==> config.mk <==
export PLATFORM = sky130hd
export DESIGN_NAME = wb_spi_slave
export DESIGN_NICKNAME = d
export VERILOG_FILES = /design/src/rtl/wb_spi_slave_pkg.sv /design/src/rtl/spi_slave_rx_fifo.sv /design/src/rtl/wb_spi_slave.sv
export SDC_FILE = /design/constraint.sdc
export NUM_CORES = 1
export LEC_CHECK = 0
export ABC_AREA = 1
export CORE_UTILIZATION = 25
export DETAILED_ROUTE_END_ITERATION = 10
export PLACE_DENSITY = 0.49
export SETUP_SLACK_MARGIN = 0.05
export SYNTH_ARGS = -nofsm -noshare
export SYNTH_HDL_FRONTEND = slang
export SYNTH_SLANG_ARGS = --single-unit
==> constraint.sdc <==
create_clock -name wb_clk_i -period 7.26 [get_ports wb_clk_i]
set_input_delay 1.815 -clock wb_clk_i [delete_from_list [all_inputs] [get_ports wb_clk_i]]
set_output_delay 1.815 -clock wb_clk_i [all_outputs]
set_load 0.02 [all_outputs]
==> src/rtl/wb_spi_slave_pkg.sv <==
// Shared definitions for the Wishbone SPI responder: register map, bit indices, idle fill.
// Optional interrupt logic is controlled by WB_SPI_SLAVE_IRQ_EN.
package wb_spi_slave_pkg;

    typedef enum logic [1:0] {
        REG_DATA   = 2'd0,
        REG_STATUS = 2'd1,
        REG_CTRL   = 2'd2,
        REG_RSVD   = 2'd3
    } reg_addr_e;

    localparam int unsigned ST_RX_EMPTY = 0;
    localparam int unsigned ST_RX_FULL  = 1;
    localparam int unsigned ST_TX_EMPTY = 2;
    localparam int unsigned ST_OVR      = 3;
    localparam int unsigned ST_BUSY     = 4;

    localparam int unsigned CT_EN   = 0;
    localparam int unsigned CT_RXIE = 1;
    localparam int unsigned CT_TXIE = 2;

    localparam logic [7:0] TX_IDLE_FILL = 8'h00;

    // Byte presented to the master at frame start and at every byte boundary.
    function automatic logic [7:0] tx_next(input logic empty, input logic [7:0] hold);
        return empty ? TX_IDLE_FILL : hold;
    endfunction

endpackage

==> src/rtl/spi_slave_rx_fifo.sv <==
// Synchronous byte FIFO for received SPI data; pop on empty is ignored and dout reads 0.
// A push while full is accepted only when a pop happens in the same cycle.
module spi_slave_rx_fifo #(
    parameter int unsigned RX_DEPTH = 4
) (
    input  logic       clk,
    input  logic       rst,
    input  logic       push,
    input  logic       pop,
    input  logic [7:0] din,
    output logic [7:0] dout,
    output logic       full,
    output logic       empty
);

    localparam int unsigned AW = $clog2(RX_DEPTH);
    localparam logic [AW:0] DEPTH_L = (AW + 1)'(RX_DEPTH);

    logic [7:0]    mem_q [RX_DEPTH];
    logic [7:0]    mem_d [RX_DEPTH];
    logic [AW-1:0] wr_ptr_q, wr_ptr_d;
    logic [AW-1:0] rd_ptr_q, rd_ptr_d;
    logic [AW:0]   cnt_q, cnt_d;
    logic          do_push, do_pop;

    assign empty = (cnt_q == '0);
    assign full  = (cnt_q == DEPTH_L);
    assign dout  = empty ? '0 : mem_q[rd_ptr_q];

    assign do_pop  = pop & ~empty;
    assign do_push = push & (~full | do_pop);

    always_comb begin
        mem_d    = mem_q;
        wr_ptr_d = wr_ptr_q;
        rd_ptr_d = rd_ptr_q;
        cnt_d    = cnt_q;
        if (do_push) begin
            mem_d[wr_ptr_q] = din;
            wr_ptr_d        = wr_ptr_q + AW'(1);
        end
        if (do_pop) begin
            rd_ptr_d = rd_ptr_q + AW'(1);
        end
        case ({do_push, do_pop})
            2'b10:   cnt_d = cnt_q + (AW + 1)'(1);
            2'b01:   cnt_d = cnt_q - (AW + 1)'(1);
            default: cnt_d = cnt_q;
        endcase
    end

    always_ff @(posedge clk or posedge rst) begin
        if (rst) begin
            mem_q    <= '{default: '0};
            wr_ptr_q <= '0;
            rd_ptr_q <= '0;
            cnt_q    <= '0;
        end else begin
            mem_q    <= mem_d;
            wr_ptr_q <= wr_ptr_d;
            rd_ptr_q <= rd_ptr_d;
            cnt_q    <= cnt_d;
        end
    end

endmodule

==> src/rtl/wb_spi_slave.sv <==
// SPI mode-0 responder with a 32-bit Wishbone register port and RX FIFO.
// Define WB_SPI_SLAVE_IRQ_EN to implement RXIE/TXIE and the spi_irq output.
module wb_spi_slave
    import wb_spi_slave_pkg::*;
#(
    parameter int unsigned RX_DEPTH = 4
) (
    input  logic        wb_clk_i,
    input  logic        wb_rst_i,
    input  logic [31:0] wb_adr_i,
    input  logic [31:0] wb_dat_i,
    output logic [31:0] wb_dat_o,
    input  logic        wb_we_i,
    input  logic        wb_stb_i,
    input  logic        wb_cyc_i,
    input  logic [3:0]  wb_sel_i,
    output logic        wb_ack_o,
    input  logic        spi_sclk_i,
    input  logic        spi_cs_n_i,
    input  logic        spi_mosi_i,
    output logic        spi_miso_o,
    output logic        spi_miso_oe_o,
    output logic        spi_irq
);

    logic unused_wb_bits;
    assign unused_wb_bits = ^{wb_adr_i[31:4], wb_adr_i[1:0], wb_dat_i[31:8], wb_sel_i};

    logic sclk_s1_q, sclk_s1_d, sclk_s2_q, sclk_s2_d, sclk_prev_q, sclk_prev_d;
    logic cs_s1_q, cs_s1_d, cs_s2_q, cs_s2_d, cs_prev_q, cs_prev_d;
    logic mosi_s1_q, mosi_s1_d, mosi_s2_q, mosi_s2_d;

    logic        ack_q, ack_d;
    logic [31:0] dat_q, dat_d;
    logic        active_q, active_d;
    logic [7:0]  shift_q, shift_d;
    logic [2:0]  bitcnt_q, bitcnt_d;
    logic        byte_done_q, byte_done_d;
    logic        miso_q, miso_d;
    logic [7:0]  tx_hold_q, tx_hold_d;
    logic        tx_empty_q, tx_empty_d;
    logic        ovr_q, ovr_d;
    logic        en_q, en_d;
`ifdef WB_SPI_SLAVE_IRQ_EN
    logic        rxie_q, rxie_d, txie_q, txie_d;
    logic        irq_q, irq_d;
`endif

    logic        sclk_rise, sclk_fall, cs_fall, cs_rise;
    logic        wb_acc, wb_wr, wb_rd;
    reg_addr_e   reg_sel;
    logic        rx_push, rx_pop, rx_full, rx_empty;
    logic [7:0]  rx_din, rx_dout, reload;
    logic        ovr_clr;
    logic [31:0] status_w, ctrl_w;

    assign sclk_rise = sclk_s2_q & ~sclk_prev_q;
    assign sclk_fall = ~sclk_s2_q & sclk_prev_q;
    assign cs_fall   = ~cs_s2_q & cs_prev_q;
    assign cs_rise   = cs_s2_q & ~cs_prev_q;

    assign wb_acc  = wb_cyc_i & wb_stb_i & ~ack_q;
    assign wb_wr   = wb_acc & wb_we_i;
    assign wb_rd   = wb_acc & ~wb_we_i;
    assign reg_sel = reg_addr_e'(wb_adr_i[3:2]);
    assign rx_pop  = wb_rd & (reg_sel == REG_DATA);
    assign rx_din  = {shift_q[6:0], mosi_s2_q};
    assign reload  = tx_next(tx_empty_q, tx_hold_q);

    spi_slave_rx_fifo #(
        .RX_DEPTH(RX_DEPTH)
    ) u_rx_fifo (
        .clk   (wb_clk_i),
        .rst   (wb_rst_i),
        .push  (rx_push),
        .pop   (rx_pop),
        .din   (rx_din),
        .dout  (rx_dout),
        .full  (rx_full),
        .empty (rx_empty)
    );

    always_comb begin
        status_w              = '0;
        status_w[ST_RX_EMPTY] = rx_empty;
        status_w[ST_RX_FULL]  = rx_full;
        status_w[ST_TX_EMPTY] = tx_empty_q;
        status_w[ST_OVR]      = ovr_q;
        status_w[ST_BUSY]     = ~cs_s2_q;
        ctrl_w                = '0;
        ctrl_w[CT_EN]         = en_q;
`ifdef WB_SPI_SLAVE_IRQ_EN
        ctrl_w[CT_RXIE]       = rxie_q;
        ctrl_w[CT_TXIE]       = txie_q;
`endif
    end

    always_comb begin
        sclk_s1_d   = spi_sclk_i;
        sclk_s2_d   = sclk_s1_q;
        sclk_prev_d = sclk_s2_q;
        cs_s1_d     = spi_cs_n_i;
        cs_s2_d     = cs_s1_q;
        cs_prev_d   = cs_s2_q;
        mosi_s1_d   = spi_mosi_i;
        mosi_s2_d   = mosi_s1_q;

        ack_d       = wb_acc;
        dat_d       = '0;
        active_d    = active_q;
        shift_d     = shift_q;
        bitcnt_d    = bitcnt_q;
        byte_done_d = byte_done_q;
        miso_d      = miso_q;
        tx_hold_d   = tx_hold_q;
        tx_empty_d  = tx_empty_q;
        en_d        = en_q;
        rx_push     = 1'b0;
        ovr_clr     = 1'b0;
`ifdef WB_SPI_SLAVE_IRQ_EN
        rxie_d      = rxie_q;
        txie_d      = txie_q;
`endif

        if (!en_q) begin
            active_d    = 1'b0;
            byte_done_d = 1'b0;
        end else if (cs_fall) begin
            active_d    = 1'b1;
            shift_d     = reload;
            tx_empty_d  = 1'b1;
            bitcnt_d    = '0;
            byte_done_d = 1'b0;
            miso_d      = reload[7];
        end else if (cs_rise) begin
            active_d    = 1'b0;
            bitcnt_d    = '0;
            byte_done_d = 1'b0;
        end else if (active_q) begin
            if (sclk_rise) begin
                shift_d  = rx_din;
                bitcnt_d = bitcnt_q + 3'd1;
                if (bitcnt_q == 3'd7) begin
                    rx_push     = 1'b1;
                    byte_done_d = 1'b1;
                end
            end else if (sclk_fall) begin
                if (byte_done_q) begin
                    shift_d     = reload;
                    tx_empty_d  = 1'b1;
                    byte_done_d = 1'b0;
                    miso_d      = reload[7];
                end else begin
                    miso_d = shift_q[7];
                end
            end
        end

        // Register writes follow the SPI update so a DATA write lands after a same-cycle reload.
        if (wb_wr) begin
            case (reg_sel)
                REG_DATA: begin
                    tx_hold_d  = wb_dat_i[7:0];
                    tx_empty_d = 1'b0;
                end
                REG_STATUS: ovr_clr = wb_dat_i[ST_OVR];
                REG_CTRL: begin
                    en_d = wb_dat_i[CT_EN];
`ifdef WB_SPI_SLAVE_IRQ_EN
                    rxie_d = wb_dat_i[CT_RXIE];
                    txie_d = wb_dat_i[CT_TXIE];
`endif
                end
                default: ;
            endcase
        end

        if (wb_rd) begin
            case (reg_sel)
                REG_DATA:   dat_d = {24'h0, rx_dout};
                REG_STATUS: dat_d = status_w;
                REG_CTRL:   dat_d = ctrl_w;
                default:    dat_d = '0;
            endcase
        end

        ovr_d = (ovr_q & ~ovr_clr) | (rx_push & rx_full & ~rx_pop);

`ifdef WB_SPI_SLAVE_IRQ_EN
        irq_d = (rxie_q & ~rx_empty) | (txie_q & tx_empty_q) | ovr_q;
`endif
    end

    always_ff @(posedge wb_clk_i or posedge wb_rst_i) begin
        if (wb_rst_i) begin
            sclk_s1_q   <= 1'b0;
            sclk_s2_q   <= 1'b0;
            sclk_prev_q <= 1'b0;
            cs_s1_q     <= 1'b1;
            cs_s2_q     <= 1'b1;
            cs_prev_q   <= 1'b1;
            mosi_s1_q   <= 1'b0;
            mosi_s2_q   <= 1'b0;
            ack_q       <= 1'b0;
            dat_q       <= '0;
            active_q    <= 1'b0;
            shift_q     <= '0;
            bitcnt_q    <= '0;
            byte_done_q <= 1'b0;
            miso_q      <= 1'b0;
            tx_hold_q   <= '0;
            tx_empty_q  <= 1'b1;
            ovr_q       <= 1'b0;
            en_q        <= 1'b0;
        end else begin
            sclk_s1_q   <= sclk_s1_d;
            sclk_s2_q   <= sclk_s2_d;
            sclk_prev_q <= sclk_prev_d;
            cs_s1_q     <= cs_s1_d;
            cs_s2_q     <= cs_s2_d;
            cs_prev_q   <= cs_prev_d;
            mosi_s1_q   <= mosi_s1_d;
            mosi_s2_q   <= mosi_s2_d;
            ack_q       <= ack_d;
            dat_q       <= dat_d;
            active_q    <= active_d;
            shift_q     <= shift_d;
            bitcnt_q    <= bitcnt_d;
            byte_done_q <= byte_done_d;
            miso_q      <= miso_d;
            tx_hold_q   <= tx_hold_d;
            tx_empty_q  <= tx_empty_d;
            ovr_q       <= ovr_d;
            en_q        <= en_d;
        end
    end

`ifdef WB_SPI_SLAVE_IRQ_EN
    always_ff @(posedge wb_clk_i or posedge wb_rst_i) begin
        if (wb_rst_i) begin
            rxie_q <= 1'b0;
            txie_q <= 1'b0;
            irq_q  <= 1'b0;
        end else begin
            rxie_q <= rxie_d;
            txie_q <= txie_d;
            irq_q  <= irq_d;
        end
    end
    assign spi_irq = irq_q;
`else
    assign spi_irq = 1'b0;
`endif

    assign wb_ack_o      = ack_q;
    assign wb_dat_o      = dat_q;
    assign spi_miso_o    = miso_q;
    assign spi_miso_oe_o = active_q;

endmodule

Word-level counts from Yosys, hierarchy flattened --
Cells that the tools add are included.
Storage, ports and cells: flip-flop bits (word level) 105, output and inout port bits 36, word-level logic and storage cells 144
Operators by class: add/sub/neg operators 5, order comparisons 3, equal/unequal tests 12, multiplexer cells 54, bitwise gates (word level) 28, reductions and logical operators 16
Operators by type and width (count):
- 8-bit two-way mux | 12
- 1-bit two-way mux | 33
- 32-bit bitwise mux | 1
- 8-bit one-hot mux with 3 select lines | 1
- 8-bit binary-select mux with 2-bit select | 1
- 8-bit demux with 2-bit select | 1
- 1-bit bitwise AND | 14
- 3-bit two-way mux | 4
- 3-bit nonzero test | 4
- 1-bit inverter | 10
- 5-bit AND reduction | 2
- 3-bit by 1-bit adder with 3-bit output (second input constant) | 2
- 3-bit == test (second input constant) | 2
- 3-bit >= comparator (second input constant) | 2
- 2-bit inverter with 3-bit output | 2
- 3-bit one-hot mux with 2 select lines | 1
- 3-bit AND reduction | 2
- 2-bit nonzero test | 3
- 5-bit by 1-bit != test with 1-bit output (second input constant) | 1
- 5-bit by 2-bit != test with 1-bit output (second input constant) | 1
- 2-bit by 1-bit adder with 2-bit output (second input constant) | 2
- 2-bit by 1-bit == test with 1-bit output (second input constant) | 2
- 2-bit == test (second input constant) | 2
- 4-bit by 2-bit != test with 1-bit output (second input constant) | 1
- 10 further kinds | 12

Logic depth before layout (Yosys ltp) --
word-level depth 10, gate-level depth with buffers 14, mapped depth without buffers 13

Modules after synthesis --
Synthesis repeated with hierarchy kept, for this count alone.
Second synthesis, totals: cells, all modules 533, area total of the unflattened synthesis 4341.7 sq um
By module, submodules not included:
- wb_spi_slave | instances 1, cells each 272, area each 2244.7 sq um
- spi_slave_rx_fifo | instances 1, cells each 261, area each 2097.0 sq um

Least setup slack after synthesis --
OpenSTA, ideal clock, no wires.
path kind input-to-reg, start point in wb_cyc_i, end point reg u_rx_fifo.cnt_q[2], library setup time 0.131 ns, arrival 3.275 ns, data required time 7.129 ns, setup slack 3.854 ns, cell stages on the path 12, path buffers 1, cells stage by stage nand2_1 nor2_2 nand3_1 nand2_1 buf_4 nand2_1 ha_1 inv_1 fa_1 a21oi_1 o21ai_0 xor2_1
Between the ends: longest elaborated chain between the ends 9, elaborated cells on any way between the ends 11, classes of those cells 2 x eq/ne; 1 x mux; 7 x bitwise; 1 x reduce/logical
Ends and longest elaborated chain:
- from (decl) | RTL line wb_spi_slave.sv:15 | input logic wb_cyc_i,
- 1-bit bitwise AND * (2 in a row) | RTL line wb_spi_slave.sv:62 | assign wb_acc = wb_cyc_i & wb_stb_i & ~ack_q;
- via ack_d | RTL line wb_spi_slave.sv:33 | logic ack_q, ack_d;
- 1-bit bitwise AND * | RTL line wb_spi_slave.sv:64 | assign wb_rd = wb_acc & ~wb_we_i;
- 1-bit bitwise AND * | RTL line wb_spi_slave.sv:66 | assign rx_pop = wb_rd & (reg_sel == REG_DATA);
- 1-bit bitwise AND * | RTL line spi_slave_rx_fifo.sv:30 | assign do_pop = pop & ~empty;
- 1-bit OR | RTL line spi_slave_rx_fifo.sv:31 | assign do_push = push & (~full | do_pop);
- 1-bit bitwise AND | RTL line spi_slave_rx_fifo.sv:31
- 2-bit by 1-bit == test with 1-bit output or 2-bit == test (tied branches) | RTL line spi_slave_rx_fifo.sv:45 | case ({do_push, do_pop})
- 3-bit one-hot mux with 2 select lines or 2-bit nonzero test (tied branches)
- to (signal assigned) | RTL line spi_slave_rx_fifo.sv:62 | cnt_q <= cnt_d;
- to (decl) | RTL line spi_slave_rx_fifo.sv:23 | logic [AW:0] cnt_q, cnt_d;
Mark *: on every way through the listed nets, which the timed path passes. The rest lies on a longest branch. A chain may end at the register's enable or synchronous reset.

Worst setup path after layout --
start point in wb_adr_i[2], end point reg u_rx_fifo.cnt_q[1]
Between the ends: longest elaborated chain between the ends 7, elaborated cells on any way between the ends 9, classes of those cells 2 x eq/ne; 1 x mux; 4 x bitwise; 2 x reduce/logical
Ends and longest elaborated chain:
- from (decl) | RTL line wb_spi_slave.sv:10 | input logic [31:0] wb_adr_i,
- 2-bit logical NOT * | RTL line wb_spi_slave.sv:66
- 1-bit bitwise AND * | RTL line wb_spi_slave.sv:66
- 1-bit bitwise AND * | RTL line spi_slave_rx_fifo.sv:30
- 1-bit OR | RTL line spi_slave_rx_fifo.sv:31
- 1-bit bitwise AND | RTL line spi_slave_rx_fifo.sv:31
- 2-bit by 1-bit == test with 1-bit output or 2-bit == test (tied branches) | RTL line spi_slave_rx_fifo.sv:45
- 3-bit one-hot mux with 2 select lines or 2-bit nonzero test (tied branches)
Mark *: on every way between the ends. The rest lies on a longest branch, timed or not.

==> key figures <==
Logic synthesis
  – Sequential-to-total area share from yosys stat: 50.0%
  – Post-Synthesis Cell Area: slightly above 4000 µm²
  – Syn avg cell area: 8.51 µm²
  – Mapped Cells: 477
  – Seq cells post-synth: 81
  – Distinct cell type count after synthesis: 31
  – Post-synth top area cell: dfrtp_1
  – Share of Yosys cell area claimed by the top area cell type: 47.4%
  – Ranking of synthesized cells by area: dfrtp_1 47%, nand2_1 14%, nand4_1 5.2%
  – Synth warn: 0

Critical path
  – Worst R2R End: u_rx_fifo.cnt_q[1]
  – CP Data Required Time: 7.51 ns
  – Crit Path Max Fanout: 39
  – Reg-to-reg slack, setup: 4.58 ns
  – CP Class: in2reg
  – Worst setup EP type: flop
  – Worst r2r path cells: 10
  – Worst Path Arrival: 4.18 ns
  – Worst r2r src: cs_prev_q
  – CP startpoint kind: input pin

GRT
  – Remaining Overflow, GRT: 0
  – Initial antenna violation count: 0
  – Total GRT Usage: roughly 12%
  – Pin count of the biggest net entering global routing: 82
  – Global-route wire length before repair: 15.6 mm
  – Vias in the first global route: 2963

Drt
  – Routed Antenna Nets: 0
  – Vias: roughly 3100
  – Post-Route WL: 9.19 mm
  – TritonRoute pass-1 iters: 4
  – Initial drt markers: between 200 and 250
  – Vias per inst: ~4.3
  – DRC: 0
  – Per-cell routed wire length: 12.8 µm

Min path
  – Worst hold path endpoint: mosi_s2_q
  – Min-Delay Path Class: reg2reg
  – Hold depth: 0
  – Worst hold start: mosi_s1_q

Layout
  – N_diodes: 0
  – Area grow syn2layout: 16.2%
  – NumNets Final: 586
  – Post-route insts no fill: 719
  – Share of layout cells above drive strength 1: 6.76%

Timing
  – Fin crit share: between 50% and 60%
  – Slew headroom: 29.5%
  – Slew at the pin with the worst max-slew slack: about 1.1 ns
  – Fin crit period: 3.93 ns
  – Final WS setup: ~3.3 ns
  – Clock Skews: 0.00707 ns
  – Setup violations, final: 0
  – Final-report hold violation count: 0
  – Setup TNS: 0 ns
  – Maximum clock rate: between 200 and 300 MHz
  – Final Max Slew Viols: 0
  – RSZ-0062 raised after global routing: no

Power
  – Leakage power: between 2 and 2.5 nW
  – PD cells: 281 nW/µm²
  – Max IR drop VDD: 0.167 mV

Floorplanning
  – Core area: 15900 µm²
  – Die height: 129 µm
  – IO Count: 112
  – Die Area: 16800 µm²
  – # rows: 46
  – Die W: 129 µm
  – Starting Density: between 20% and 30%

CTS
  – Clock Tree Root: clkbuf_16
  – CTS tree: done
  – Skew-Pair Late Insertion Delay: 0.33 ns
  – Post-CTS Setup Bufs: 0
  – CTS Hold Bufs: 0
  – Clk pin slew, worst setup/hold paths: 0.06 ns
  – CTS Buf Count: 9
  – Htree depth: 3
  – Maximum buffer depth of the clock tree: 2
  – Resized cells post-CTS: 0
  – Clock Sinks: a little over 80

Placement
  – Number of buffers added on ports: 28
  – GP Congestion: approximately 0.76
  – Inst Count DP: 703
  – Pre-CTS setup slack: about 3 ns
  – Detailed placer's ending HPWL: 5.96 mm

Run
  – Max cap viols: 0

Outcome
  – Outcome: completed
==> final cells by class <==
class / instances / area [µm²]
flip-flops and latches: 81 / 2030
clock inverters: 3 / 65.1
inverters: 37 / 140
multi-input cells: 339 / 1670
clock buffers: 13 / 250
repair buffers: 30 / 295
well taps: 216 / 270
fillers: 1688 / 11200
==> Yosys cell counts <==
cell type  count
nand2_1      155
dfrtp_1       77
nand4_1       34
o21ai_0       33
inv_1         31
buf_4         28
nand3_1       28
nor2_1        18
ha_1          11
o21ai_1        9
a21oi_1        6
clkbuf_1       6
buf_2          5
buf_6          5
dfstp_2        4
clkinv_1       3
inv_2          3
nor2_4         3
o22ai_1        3
nand3_2        2
nor2_2         2
nor3_1         2
a31oi_1        1
conb_1         1
fa_1           1
nand2_4        1
nor2_8         1
nor3_2         1
o211ai_2       1
xnor2_1        1
xor2_1         1
==> cells in the final DEF, fill, tap and decap left out, drive strengths merged <==
master	Yosys	routed
a21oi	6	6
a31oi	1	1
buf	38	2
bufinv	0	2
clkbuf	6	13
clkdlybuf4s50	0	28
clkinv	3	5
conb	1	25
dfrtp	77	77
dfstp	4	4
fa	1	1
ha	11	11
inv	34	33
nand2	156	156
nand3	30	30
nand4	34	34
nor2	24	24
nor3	3	3
o211ai	1	1
o21ai	42	42
o22ai	3	3
xnor2	1	1
xor2	1	1
==> sequential cells by signal (all words and copies together), names as in the netlist, 2 cells and up <==
signal and flops:
wb_dat_o 8, shift_q 8, tx_hold_q 8, u_rx_fifo.mem_q 32
bitcnt_q 3, u_rx_fifo.cnt_q 3, u_rx_fifo.rd_ptr_q 2, u_rx_fifo.wr_ptr_q 2
==> worst max-delay path by stage <==
stage / from / end / cells past startpoint / slack, ns
after floorplan: wb_rst_i / bitcnt_q[0] / 1 / 3.37
after global placement: wb_adr_i[2] / u_rx_fifo.cnt_q[1] / 10 / 3.01
after detailed placement: wb_adr_i[2] / u_rx_fifo.cnt_q[1] / 10 / 3.00
after CTS: wb_adr_i[2] / u_rx_fifo.cnt_q[1] / 10 / 3.33
after global routing: wb_adr_i[2] / u_rx_fifo.cnt_q[2] / 12 / 3.12
final: wb_adr_i[2] / u_rx_fifo.cnt_q[1] / 10 / 3.33
==> per-layer routing <==
layer	up-vias	part of all wire [%]	GRT usage, %
met4	0	1.2	4.51
met1	1447	47	16.8
met2	95	45	18.5
met5	-	0	0
li1	1558	-	-
met3	10	6.5	3.01
==> stage by stage <==
stage	hold WS [ns]	power, mW	area (µm²)	util, %
global placement	0.340	0.844	4400	27.7
CTS	0.351	1.34	4720	29.7
global route	0.354	1.41	4720	29.7
floorplan	0.331	0.785	4150	-
finish	0.349	1.33	4720	29.7
detailed placement	0.338	0.850	4400	27.7
==> cells by family (layout without fill, tap and decap cells) <==
logic type,count (synthesis),count (layout),synth area share [%]
other cells,1,25,0.0923
buf+inv,81,83,11.2
xor+xnor,2,2,0.431
fa+ha+maj,12,12,3.88
flops,81,81,50.0
simple gates,247,247,27.6
compound gates,53,53,6.84
==> power breakdown <==
part           switching, mW  internal (mW)  total (mW)
Clock                  0.172          0.310       0.483
Combinational          0.179         0.0884       0.267
Sequential            0.0685          0.506       0.575
Total                  0.420          0.905        1.33
==> critical path: stages <==
cell	delay (ns)
clkdlybuf4s50_1	0.49
nor2_4	0.24
nand3_1	0.13
nand2_1	0.07
buf_4	0.35
nand2_1	0.16
ha_1	0.21
inv_1	0.10
fa_1	0.42
o21ai_0	0.16
Power figures use the tool's default switching activity.
